<file path="config.mk">
export PLATFORM = sky130hd
export DESIGN_NAME = step_sequencer
export DESIGN_NICKNAME = d
export VERILOG_FILES = /design/src/rtl/step_sequencer.sv
export SDC_FILE = /design/constraint.sdc
export NUM_CORES = 1
export LEC_CHECK = 0
export CAP_MARGIN = 40
export CORE_MARGIN = 5
export CORE_UTILIZATION = 55
export DETAILED_ROUTE_END_ITERATION = 8
export GPL_ROUTABILITY_DRIVEN = 0
export PLACE_DENSITY = 0.74
export SYNTH_ARGS = -nofsm -noshare
export SYNTH_HDL_FRONTEND = slang
export SYNTH_SLANG_ARGS = --single-unit
export TNS_END_PERCENT = 30
</file>
<file path="constraint.sdc">
create_clock -name clk -period 5.1 [get_ports clk]
set_input_delay 0.765 -clock clk [delete_from_list [all_inputs] [get_ports clk]]
set_output_delay 0.765 -clock clk [all_outputs]
set_load 0.03 [all_outputs]
</file>
<file path="src/rtl/step_sequencer.sv">
// 16-step programmable pattern sequencer: each accepted beat tick plays one step,
// emitting the step index, a note code and a fixed-length gate for the tone stage.
module step_sequencer #(
  parameter int unsigned GATE_CYCLES = 5_000_000
) (
  input  logic       clk,
  input  logic       reset,
  input  logic       tick,
  input  logic       play,
  input  logic       stop,
  input  logic [4:0] loop_len,
  input  logic       wr_en,
  input  logic [3:0] wr_addr,
  input  logic [4:0] wr_data,
  output logic [3:0] step_idx,
  output logic [3:0] note,
  output logic       gate,
  output logic       bar_start
);

  localparam logic [31:0] GATE_LOAD = 32'(GATE_CYCLES);

  logic [4:0]  pat_q [16];
  logic [3:0]  ptr_q, ptr_d;
  logic [31:0] gcnt_q, gcnt_d;
  logic [3:0]  step_q, step_d;
  logic [3:0]  note_q, note_d;
  logic        gate_q, gate_d;
  logic        bar_q, bar_d;

  logic [4:0] len_eff;
  logic [3:0] sel;
  logic [4:0] sel_nxt;
  logic [4:0] sel_data;
  logic       accept;

  always_comb begin
    // Lengths of 0 or above 16 both mean the full 16-step bar.
    len_eff  = (loop_len == 5'd0 || loop_len > 5'd16) ? 5'd16 : loop_len;
    accept   = tick & play & ~stop;
    sel      = ({1'b0, ptr_q} < len_eff) ? ptr_q : 4'd0;
    sel_nxt  = {1'b0, sel} + 5'd1;
    sel_data = pat_q[sel];

    ptr_d  = ptr_q;
    gcnt_d = gcnt_q;
    step_d = step_q;
    note_d = note_q;
    gate_d = gate_q;
    bar_d  = 1'b0;

    if (stop) begin
      ptr_d  = 4'd0;
      gcnt_d = 32'd0;
      gate_d = 1'b0;
    end else if (accept) begin
      step_d = sel;
      bar_d  = (sel == 4'd0);
      ptr_d  = (sel_nxt == len_eff) ? 4'd0 : sel_nxt[3:0];
      if (sel_data[4]) begin
        note_d = sel_data[3:0];
        gcnt_d = GATE_LOAD;
        gate_d = 1'b1;
      end else begin
        gcnt_d = 32'd0;
        gate_d = 1'b0;
      end
    end else if (gcnt_q > 32'd1) begin
      gcnt_d = gcnt_q - 32'd1;
    end else if (gcnt_q == 32'd1) begin
      gcnt_d = 32'd0;
      gate_d = 1'b0;
    end
  end

  // Pattern write uses non-blocking update, so a same-cycle tick plays the old entry.
  always_ff @(posedge clk or posedge reset) begin
    if (reset) begin
      for (int i = 0; i < 16; i++) pat_q[i] <= 5'd0;
      ptr_q  <= 4'd0;
      gcnt_q <= 32'd0;
      step_q <= 4'd0;
      note_q <= 4'd0;
      gate_q <= 1'b0;
      bar_q  <= 1'b0;
    end else begin
      if (wr_en) pat_q[wr_addr] <= wr_data;
      ptr_q  <= ptr_d;
      gcnt_q <= gcnt_d;
      step_q <= step_d;
      note_q <= note_d;
      gate_q <= gate_d;
      bar_q  <= bar_d;
    end
  end

  assign step_idx  = step_q;
  assign note      = note_q;
  assign gate      = gate_q;
  assign bar_start = bar_q;

endmodule

</file>
Yosys cells after proc, flatten, opt, wreduce, memory -nomap -nowiden
Cells that the tools add are included.
Storage, ports and cells
  flip-flop bits (word level): 126
  output and inout bits: 10
Operators by class
  $add $sub $neg: 2
  equality and inequality tests: 3
  bitwise logic cells: 5
  reduce and logical (&&, ||, !) cells: 10
  $lt $le $gt $ge: 6
  multiplexer cells: 23
Operators by type and width (number)
  32-bit two-way mux: 4
  80-bit bitwise mux: 1
  32-bit by 1-bit == test with 1-bit output (second input constant): 1
  32-bit by 1-bit greater-than comparator with 1-bit output (second input constant): 1
  32-bit by 1-bit subtractor with 32-bit output (second input constant): 1
  23-bit two-way mux: 1
  5-bit binary-select mux with 4-bit select: 1
  5-bit demux with 4-bit select: 1
  5-bit two-way mux: 4
  4-bit two-way mux: 4
  5-bit >= comparator (second input constant): 2
  4-bit inverter with 5-bit output: 2
  1-bit two-way mux: 7
  4-bit by 1-bit adder with 5-bit output (second input constant): 1
  5-bit == test: 1
  5-bit greater-than comparator (second input constant): 1
  5-bit logical NOT: 1
  4-bit by 5-bit < comparator with 1-bit output: 1
  5-bit by 1-bit < comparator with 1-bit output (second input constant): 1
  4-bit logical NOT: 1
  2-bit AND reduction: 2
  4-bit nonzero test: 1
  3-bit != test (second input constant): 1
  3-bit AND reduction: 1
  6 further kinds: 7

Longest topological paths before layout
  depth in word-level cells: 12
  gate-level depth with buffers: 15

Worst setup path after synthesis
OpenSTA, ideal clock, no wires.
  kind: input port to flip-flop
  from: input port loop_len[0]
  to: register note_q[0], in the netlist note[0]
  arrival: 4.043 ns
  buffers on the path: 0
  path slack: 0.932 ns
  stages: 13
  setup time: 0.125 ns
  cells stage by stage: or4_1 -> ha_1 -> nand2b_1 -> ha_1 -> a211oi_1 -> o22ai_1 -> nor2_2 -> inv_1 -> nand2_1 -> o22ai_1 -> o32a_1 -> nand2_1 -> mux2_2
On the way
  longest elaborated chain between the ends: 10
  elaborated cells on any way between the ends: 11
  those cells by class: order compare (2); mux (5); bitwise (1); reduce/logical (3)
RTL lines
  from (decl): RTL line 11  | input logic [4:0] loop_len,
  5-bit greater-than comparator / 5-bit logical NOT (equally long branches): RTL line 39  | len_eff = (loop_len == 5'd0 || loop_len > 5'd16) ? 5'd16 : loop_len;
  1-bit logical OR: RTL line 39
  5-bit two-way mux (*): RTL line 39
  4-bit by 5-bit < comparator with 1-bit output (*): RTL line 41  | sel = ({1'b0, ptr_q} < len_eff) ? ptr_q : 4'd0;
  4-bit two-way mux (*): RTL line 41
  named net sel[1]: RTL line 32  | logic [3:0] sel;
  4-bit inverter with 5-bit output (not written as such) (*): RTL line 43  | sel_data = pat_q[sel];
  5-bit binary-select mux with 4-bit select (*): RTL line 43
  5-bit two-way mux (not written as such) (*) (2 in series): RTL line 43
  3-bit AND reduction (no source line)
  to (signal assigned): RTL line 91  | note_q <= note_d;
  to (decl): RTL line 27  | logic [3:0] note_q, note_d;
The timed path passes the listed nets; every way through them passes the cells marked *. The select of a mux whose other input is x is not followed.
A chain may end at the register's enable or synchronous reset.

Worst setup path in the final report
  from: input port loop_len[0]
  to: register note_q[2], in the netlist note[2]
The elaborated chain is that of the path after synthesis.

==> results.json <==
{
  "status": "finished clean",
  "fin_area_um2": 7408,
  "drive_gt1_share_pct": 22.89,
  "viasPerCell": 6.076,
  "wirelength_um": 14570,
  "finish.net_count": 631,
  "yosys.cell_types.count": 53,
  "cp_cell_sequence": "clkdlybuf4s50_1, or4_1, ha_1, nand2b_1, ha_1, nand4_1, nand2_2, nor2_1, clkinv_1, mux2i_1, o22ai_1, o32a_1, nand2_1, mux2_2",
  "hold_viol_final": 0,
  "cts_made_buffers": 17,
  "ys_top_cells_by_area": "dfrtp_1 (50%), mux2_2 (15%), nor2_1 (3.7%)",
  "grt_max_degree": 57,
  "syn_to_final_growth_pct": 18.51,
  "yosysSeqAreaShare_pct": 50.44,
  "synth_edf_count": 0,
  "finalSetupViolCount": 0,
  "start_util_pct": 55.46,
  "fin_util_pct": 65.72,
  "fp.dieArea_um2": 13600,
  "h-tree-depth": 4,
  "crit_fanout": 9,
  "clk_pin_slew_ns": 0.06,
  "synth.net_count": 592,
  "drt-pass1-iter-count": 5,
  "die_x_um": 116.6,
  "worst_path_max_delay_cell": "or4_1",
  "die_y_um": 116.6,
  "instances_no_fill": 759,
  "required_ns": 5.41,
  "slew_headroom_pct": 55.64,
  "clock_latency_ns": 0.43,
  "hold_buffers": 0,
  "rows": 39,
  "num_antenna_cells": 0,
  "irDropWorstVdd_mv": 0.4419,
  "worstReg2RegEnd": "note[2]",
  "synthCells": 564,
  "drt_iter0_markers": 322,
  "syn_area_per_cell_um2": 11.08,
  "core_area_um2": 11270,
  "min_path_type": "reg2reg",
  "cts_resized": 0,
  "grt_pass1_vias": 4834,
  "final_antenna_net_count": 0,
  "tns_ns": 0,
  "overflow": 0,
  "synthFlopType": "dfrtp_1",
  "cts.sinks": 126,
  "yosysTopAreaCell": "dfrtp_1",
  "fin_worst_skew_ns": 0.01029,
  "dp_cells": 727,
  "nFillCells": 847,
  "leakage_nw": 3.281,
  "synth_seq_cells": 126,
  "drc_errors": 0,
  "cap_viol_max_count": 0,
  "r2r_start": "ptr_q[2]",
  "crit_top_cell": "ha_1",
  "vias": 4612,
  "cts_setup_buffers": 0,
  "slew_violations": 0,
  "synthTopCellsByCount": "dfrtp_1 (126), mux2_2 (84), nor2_1 (61), nand2_1 (35), nand3_1 (22)",
  "worstHoldPathCells": 2,
  "p_total_mw": 4.048,
  "io_buffers": 29,
  "power.density_nw_per_um2": 546.5,
  "yosys.cell_count.top_type": "dfrtp_1",
  "ff2ff_path_depth": 10,
  "dp_hpwl_um": 9943,
  "placed_cell_area_um2": 6787,
  "rrSetupSlack_ns": 1.88,
  "worst_slew_pin_slew_ns": 0.6634,
  "async_flop_share_pct": 100.0,
  "clk_path_buf_depth": 2,
  "rsz0062_at_grt": "no",
  "synth_top_area_share_pct": 50.44,
  "groute.usage.overall_pct": 23.56,
  "hp-start": "step_idx[0]",
  "antenna_found_initial": 0,
  "cts_root_buf": "clkbuf_16",
  "hold-path-endpoint": "step_idx[0]",
  "period_share_pct": 89.57,
  "wl_per_cell_um": 19.19,
  "critical_path_arrival_ns": 4.87,
  "max_freq_mhz": 218.9,
  "grt_pass1_wl_um": 24580,
  "syn-cell-area_um2": 6251,
  "ios": 30,
  "cp-end-kind": "register",
  "cts_tree": "yes",
  "finalCriticalPeriod_ns": 4.568,
  "yosys_warnings": 0,
  "crit_type": "in2reg",
  "startpoint_type": "input pin",
  "slowest_delay_ns": 0.53
}
## layout make-up
class / count / area, µm² / share of cell area, %
clock buffers: 18 / 439.2 / 5.928
multi-input cells: 404 / 2968 / 40.06
well taps: 143 / 178.9 / 2.415
clock inverters: 14 / 182.7 / 2.466
flip-flops and latches: 126 / 3153 / 42.56
inverters: 11 / 43.79 / 0.5911
repair buffers: 43 / 442.9 / 5.979
## power by group
part / leakage (nW) / internal (mW) / total [mW] / switching [mW]
sequential: 1.61 / 1.26 / 1.47 / 0.205
clock: 0.294 / 0.790 / 1.27 / 0.483
combinational: 1.38 / 0.608 / 1.31 / 0.700
total: 3.28 / 2.66 / 4.05 / 1.39
## layout by cell type (no fill, tap or decap), types with 7 or more instances in the layout
cell / instances
a21oi_1: 19
buf_4: 11
clkbuf_16: 17
clkdlybuf4s50_1: 29
dfrtp_1: 126
ha_1: 8
inv_1: 9
mux2_2: 84
mux2i_1: 16
nand2_1: 35
nand2b_1: 8
nand3_1: 22
nor2_1: 61
nor3_1: 12
nor4_1: 7
o211ai_1: 8
o21ai_0: 15
o221ai_1: 9
o22ai_1: 12
xnor2_1: 19
xor2_1: 16
## cell families (layout without fill, tap and decap cells)
| family | after synthesis | in the layout | synth area share (%) |
|---|---|---|---|
| AOI/OAI and AO/OA | 81 | 81 | 8.687 |
| xor gates and xnor gates | 35 | 35 | 4.904 |
| adders and majority gates | 8 | 8 | 1.601 |
| buffers and inverters | 34 | 86 | 2.182 |
| DFF | 126 | 126 | 50.44 |
| muxes | 100 | 100 | 17.69 |
| and+or+nand+nor | 180 | 180 | 14.49 |
## worst max-delay path by stage
stage	startpoint	to	slack, ns	cells after the start
floorplan	loop_len[0]	note[0]	0.93	13
global placement	loop_len[0]	note[3]	0.36	14
detailed placement	loop_len[0]	note[0]	0.17	14
CTS	loop_len[0]	note[2]	0.59	14
global route	loop_len[0]	note[2]	0.35	14
finish	loop_len[0]	note[2]	0.53	14
## worst max-delay path, delay by kind of cell
family / cells / cell delay, ns
multiplexers: 2 / 0.58
adder cells (fa/ha/maj): 2 / 0.67
buffers and inverters: 2 / 0.63
AO/OA/AOI/OAI: 2 / 0.48
AND/OR/NAND/NOR: 6 / 1.73
## state kept, by name, indices dropped and copies added (netlist names)
name       flops
note           4
ptr_q          4
bar_start      1
gcnt_q        32
pat_q         80
gate           1
step_idx       4
## routing by layer
metal | vias up | track usage (%) | share of wire, %
met5 | - | 0 | 0
met4 | 0 | 6.881 | 1.0
met3 | 16 | 5.907 | 4.7
met2 | 117 | 39.47 | 51
met1 | 2358 | 30.50 | 43
li1 | 2121 | - | -
## per-stage QoR
step           worst slack [ns]  hold slack, ns
2_1_floorplan            0.9321          0.4714
3_3_place_gp             0.3616          0.4687
3_5_place_dp             0.1716          0.4809
4_1_cts                  0.5887          0.4932
5_1_grt                  0.3483          0.5253
6_report                 0.5319          0.4900
Note: power is estimated with default switching activity, not from simulation.
